**src/rtl/debouncer.sv**
```systemverilog
// Debouncer for a bouncing level input (e.g. a push button).
// A new input level must be sampled on STABLE_COUNT consecutive clock edges
// before the registered output `clean` follows it. One-cycle `rise` / `fall`
// strobes mark each change of `clean`.
// Optional feature: define DEBOUNCER_SYNC_EN to pass `signal` through a
// two-flop synchronizer first (adds exactly 2 cycles of latency). Without it,
// `signal` must already be synchronous to clk.
module debouncer #(
  parameter int STABLE_COUNT = 50000,
  parameter int CNT_WIDTH    = 16
) (
  input  logic clk,
  input  logic rst,
  input  logic signal,
  output logic clean,
  output logic rise,
  output logic fall
);

  // Reject configurations the counter cannot represent.
  if ((STABLE_COUNT < 1) ||
      (64'(STABLE_COUNT) > ((64'd1 << CNT_WIDTH) - 64'd1))) begin : g_cfg_err
    $error("debouncer: STABLE_COUNT must lie in 1 .. 2^CNT_WIDTH-1");
  end

  localparam logic [CNT_WIDTH-1:0] CNT_ONE  = CNT_WIDTH'(1);
  localparam logic [CNT_WIDTH-1:0] CNT_LAST = CNT_WIDTH'(STABLE_COUNT - 1);
  localparam bit                   BYPASS   = (STABLE_COUNT == 1);

  typedef enum logic [1:0] {
    LOW       = 2'd0,
    WAIT_HIGH = 2'd1,
    HIGH      = 2'd2,
    WAIT_LOW  = 2'd3
  } state_t;

  logic s;

`ifdef DEBOUNCER_SYNC_EN
  logic [1:0] sync_q, sync_d;

  // Shift the raw input through two flops to settle metastability.
  always_comb begin
    sync_d = {sync_q[0], signal};
  end

  // Synchronizer register.
  always_ff @(posedge clk) begin
    if (rst) sync_q <= 2'b00;
    else     sync_q <= sync_d;
  end

  assign s = sync_q[1];
`else
  assign s = signal;
`endif

  state_t               state_q, state_d;
  logic [CNT_WIDTH-1:0] cnt_q, cnt_d;
  logic                 clean_q, clean_d;
  logic                 rise_q, rise_d;
  logic                 fall_q, fall_d;

  // Next-state logic: qualify a new level, drop back to the stable state on any bounce.
  always_comb begin
    state_d = state_q;
    cnt_d   = cnt_q;
    clean_d = clean_q;
    unique case (state_q)
      LOW: begin
        if (s) begin
          if (BYPASS) begin
            state_d = HIGH;
            clean_d = 1'b1;
            cnt_d   = '0;
          end else begin
            state_d = WAIT_HIGH;
            cnt_d   = CNT_ONE;
          end
        end
      end
      WAIT_HIGH: begin
        if (!s) begin
          state_d = LOW;
          cnt_d   = '0;
        end else if (cnt_q == CNT_LAST) begin
          state_d = HIGH;
          clean_d = 1'b1;
          cnt_d   = '0;
        end else begin
          cnt_d = cnt_q + CNT_ONE;
        end
      end
      HIGH: begin
        if (!s) begin
          if (BYPASS) begin
            state_d = LOW;
            clean_d = 1'b0;
            cnt_d   = '0;
          end else begin
            state_d = WAIT_LOW;
            cnt_d   = CNT_ONE;
          end
        end
      end
      WAIT_LOW: begin
        if (s) begin
          state_d = HIGH;
          cnt_d   = '0;
        end else if (cnt_q == CNT_LAST) begin
          state_d = LOW;
          clean_d = 1'b0;
          cnt_d   = '0;
        end else begin
          cnt_d = cnt_q + CNT_ONE;
        end
      end
      default: begin
        state_d = LOW;
        cnt_d   = '0;
        clean_d = 1'b0;
      end
    endcase
    rise_d = clean_d & ~clean_q;
    fall_d = ~clean_d & clean_q;
  end

  // State, counter and registered outputs.
  always_ff @(posedge clk) begin
    if (rst) begin
      state_q <= LOW;
      cnt_q   <= '0;
      clean_q <= 1'b0;
      rise_q  <= 1'b0;
      fall_q  <= 1'b0;
    end else begin
      state_q <= state_d;
      cnt_q   <= cnt_d;
      clean_q <= clean_d;
      rise_q  <= rise_d;
      fall_q  <= fall_d;
    end
  end

  assign clean = clean_q;
  assign rise  = rise_q;
  assign fall  = fall_q;

endmodule

```
**config.mk**
```make
export PLATFORM = sky130hd
export DESIGN_NAME = debouncer
export DESIGN_NICKNAME = d
export VERILOG_FILES = /design/src/rtl/debouncer.sv
export SDC_FILE = /design/constraint.sdc
export NUM_CORES = 1
export LEC_CHECK = 0
export BUFFER_PORTS_ARGS = -buffer_cell sky130_fd_sc_hd__buf_2
export CORE_MARGIN = 2
export CORE_UTILIZATION = 55
export DETAILED_ROUTE_END_ITERATION = 7
export GPL_ROUTABILITY_DRIVEN = 0
export PLACE_DENSITY = 0.74
export SYNTH_ARGS = -nofsm -noshare
export SYNTH_HDL_FRONTEND = slang
export SYNTH_SLANG_ARGS = --single-unit
```
**constraint.sdc**
```tcl
create_clock -name clk -period 3.85 [get_ports clk]
set_input_delay 0.1925 -clock clk [delete_from_list [all_inputs] [get_ports clk]]
set_output_delay 0.1925 -clock clk [all_outputs]
set_load 0.05 [all_outputs]
```
### Yosys cells after proc, flatten, opt, wreduce, memory -nomap -nowiden

Cells that the tools add are included.

| word-level totals | value |
|---|---|
| bits in registers | 21 |
| output and inout port bits | 3 |

| operators by class | value |
|---|---|
| reduce and logical (&&, ||, !) cells | 3 |
| add/sub/neg operators | 1 |
| bitwise operators | 4 |
| equal/unequal tests | 8 |
| multiplexer cells | 18 |

Operators with widths:

| cell | count |
|---|---|
| 16-bit two-way mux | 5 |
| 16-bit one-hot mux with 4 select lines | 1 |
| 16-bit by 1-bit adder with 16-bit output (second input constant) | 1 |
| 16-bit == test (second input constant) | 1 |
| 2-bit two-way mux | 6 |
| 2-bit one-hot mux with 4 select lines | 1 |
| 3-bit inequality test (second input constant) | 2 |
| 2-bit == test (second input constant) | 2 |
| 1-bit two-way mux | 4 |
| 2-bit inequality test (second input constant) | 2 |
| 4-bit AND reduction | 1 |
| 1-bit bitwise AND | 2 |
| 2-bit by 1-bit == test with 1-bit output (second input constant) | 1 |
| 2-bit zero test | 1 |
| 1-bit inverter | 2 |
| 1-bit one-hot mux with 2 select lines | 1 |
| 2-bit AND reduction | 1 |

### Depth between registers and ports, before layout

| depth | value |
|---|---|
| depth in word-level cells | 6 |
| mapped depth | 7 |
| gate-level depth less buffers | 6 |

### Worst setup path after synthesis

OpenSTA, ideal clock, no wires.

| path | value |
|---|---|
| path type | register to register |
| start point | reg cnt_q[11] |
| end point | reg cnt_q[11] |
| data arrival time | 1727 ps |
| required time | 3733 ps |
| clock period less this slack | 1844 ps |
| setup time | 117 ps |
| buffers on the path | 1 |
| slack | 2006 ps |
| cell stages (with the launch flop) | 7 |
| cell sequence | dfxtp_1 -> or4b_4 -> nor4_4 -> or2_1 -> buf_6 -> o21ai_2 -> a22o_1 |

| on the way | value |
|---|---|
| longest elaborated chain between the ends | 4 |

RTL lines:

| element | line | RTL |
|---|---|---|
| from (decl) | 59 | `logic [CNT_WIDTH-1:0] cnt_q, cnt_d;` |
| from (signal assigned) | 138 | `cnt_q <= cnt_d;` |
| 16-bit by 1-bit adder with 16-bit output or 16-bit == test (tied branches) | -- |  |
| 16-bit two-way mux (*) | 86, 110 |  |
| 16-bit two-way mux, on equally long branches | 107, 83 |  |
| 16-bit one-hot mux with 4 select lines (*) | 69 | `unique case (state_q)` |

Mark *: on every way between the ends. The rest lies on a longest branch, timed or not.
A chain may end at the register's enable or synchronous reset.

### Final worst setup path

| path | value |
|---|---|
| start point | reg cnt_q[4] |
| end point | reg cnt_q[9] |

Same word-level chain as after synthesis.

==> out/results.ini <==
[yosys]
ys_seq_area_share_pct = 39.5
synth-edff-count = 0
synth_fp_nets = 135
synth_flop_cell = dfxtp_1
synthArstFlopShare_pct = 0
yosys.cell_types.count = 39
synth_seq_cells = 21
yosys_warnings = 0
synth_cells = 131
synth_area_sq_um = 1060
synth.avg_cell_area_sq_um = 8.12

[drt]
drc_errors = 0
detail_route.iter0.violations = 20
ant_nets = 0
vias_per_cell = 5.86
first_pass_iters = 4
num_vias = 932
wl_per_cell_microns = 12.6
routed_wirelength_mm = 2.00

[floorplanning]
core_area_sq_um = 1760
floorplan.initialDensity_pct = 60.3
die_w_microns = 48.0
io_pins = 6
die_y_microns = 48.0
dieArea_sq_um = 2300
core.rowCount = 15

[sta]
worstMarginPinSlew_ns = 0.793
setup-violations-final = 0
rsz0062_at_grt = false
fmax_mhz = 467
setup_ws_ns = 1.71
fin_crit_sh_pct = 55.6
tns_ns = 0
slew_headroom_pct = 46.9
slew_viol_final = 0
hold_ws_ns = 0.110
hold_viol_final = 0
skew_ns = 0.00746
fin_crit_ns = 2.14

[worst_setup_path]
crit_path_top_delay_cell = or4bb_1
path_max_fanout = 9
cp_num_buf_inv = 0
startpoint_type = register
required_ns = 4.07
cp_top_family = simple AND/OR/NAND/NOR gates
critPathKind = reg2reg
worstPathCellList = or4bb_1 > nor4_4 > or2_1 > nor2_1 > a22o_1
critPathCaptureType = register
crit_arrival_ns = 2.36
max_stage_delay_ns = 0.59

[clocking]
postCtsSetupBuffers = 0
clk_pin_slew_ns = 0.12
hold_buffers = 0
cts.sinks = 21
numCtsBuffers = 3
cts-root-buf = clkbuf_4
htreeDepth = 1
ctsResizeCount = 0
insertion_delay_ns = 0.31
cts_tree = done
cts_buffer_depth = 2

[finish]
layout-drive-gt1-share_pct = 10.4
nNetsFinal = 139
final_cells = 159
diodes = 0
layout_commonest_cell = dfxtp_1
syn_to_final_growth_pct = 4.59
mostFrequentLayoutCells = dfxtp_1 (21), nor2_1 (14), nand2_1 (14), a21oi_1 (8), o21ai_0 (8)
final_util_pct = 63.0

[global_route]
antenna_found_initial = 0
grt_pass1_vias = 765
grt-busiest-layer = met2
track_usage_pct = 20.4
met3_usage_pct = 3.40
grt_first_pass_wirelength_mm = 3.22
met2_usage_pct = 31.2
grt.met1_usage_pct = 27.0
grt_max_degree = 15
overflow = 0

[placement]
place.detailed.instances = 155
place_ws_ns = 1.73
numPortBuffers = 5
hpwl_mm = 1.45

[pwr]
leakage_nw = 0.370
vdd_drop_max_uv = 228
p_per_area_nw_per_um2 = 325

[status]
status = completed

[flow_run]
drv_cap = 0

[hold_path]
min_path_type = in2reg

==> layer usage <==
metal / vias to the layer above / part of all wire (%)
met5: - / 0
met4: 0 / 1.6
met3: 4 / 2.9
met2: 13 / 44
met1: 429 / 52
li1: 486 / -
==> worst paths after layout <==
check,start,endpoint,slack (ns),cells after the start
hold / removal,signal,fall,0.11,2
hold reg to reg,clean,fall,0.50,2
setup / recovery,cnt_q[4],cnt_q[9],1.71,5
setup reg to reg,cnt_q[4],cnt_q[9],1.71,5
==> stage by stage <==
step	power [mW]	cell area, sq um
CTS	0.364	1110
floorplan	0.253	1060
detailed placement	0.258	1080
finish	0.361	1110
global route	0.376	1110
global placement	0.257	1080
==> registers in the layout (all words and copies together), names as in the netlist, named ones only <==
name and flops:
clean 1, fall 1, rise 1, state_q 1, cnt_q 16
==> kinds of logic after synthesis <==
family,synth area share [%]
simple gates,31.1
compound gates,20.2
flops,39.5
buf+inv,5.41
xor+xnor,1.65
mux,0.941
fa+ha+maj,1.18
==> report_power, final <==
group / internal, mW / switching [mW]
combinational: 0.00931 / 0.0177
clock: 0.0388 / 0.0694
sequential: 0.221 / 0.00519
total: 0.269 / 0.0923
==> synth_stat cells (2+ instances only) <==
cell type	count	share of area, %
nor3_1	2	0.94
o21ai_2	2	1.6
xor2_1	2	1.6
dfxtp_1	21	40
nand2_1	14	4.9
a21oi_1	8	3.8
a211oi_1	3	2.1
a22o_1	2	1.6
or3_1	5	2.9
nand3_1	7	3.3
o21ai_0	8	3.8
clkbuf_1	2	0.71
nand4_1	4	2.4
inv_1	6	2.1
a31oi_1	6	3.5
nor2_1	14	4.9
nor4_1	3	1.8
==> final cells by class <==
class | instances | area [sq um]
clock buffer | 3 | 22.5
clock inverter | 1 | 5.00
fill | 159 | 652
inverter | 6 | 22.5
multi-input combinational | 98 | 586
sequential | 21 | 420
tap | 25 | 31.3
timing repair buffer | 5 | 25.0
==> worst reg2reg max path: stages (launching register included) <==
cell and delay [ns]:
dfxtp_1 0.39, or4bb_1 0.59, nor4_4 0.35, or2_1 0.36
nor2_1 0.14, a22o_1 0.22
(Power assumes the default switching activity.)
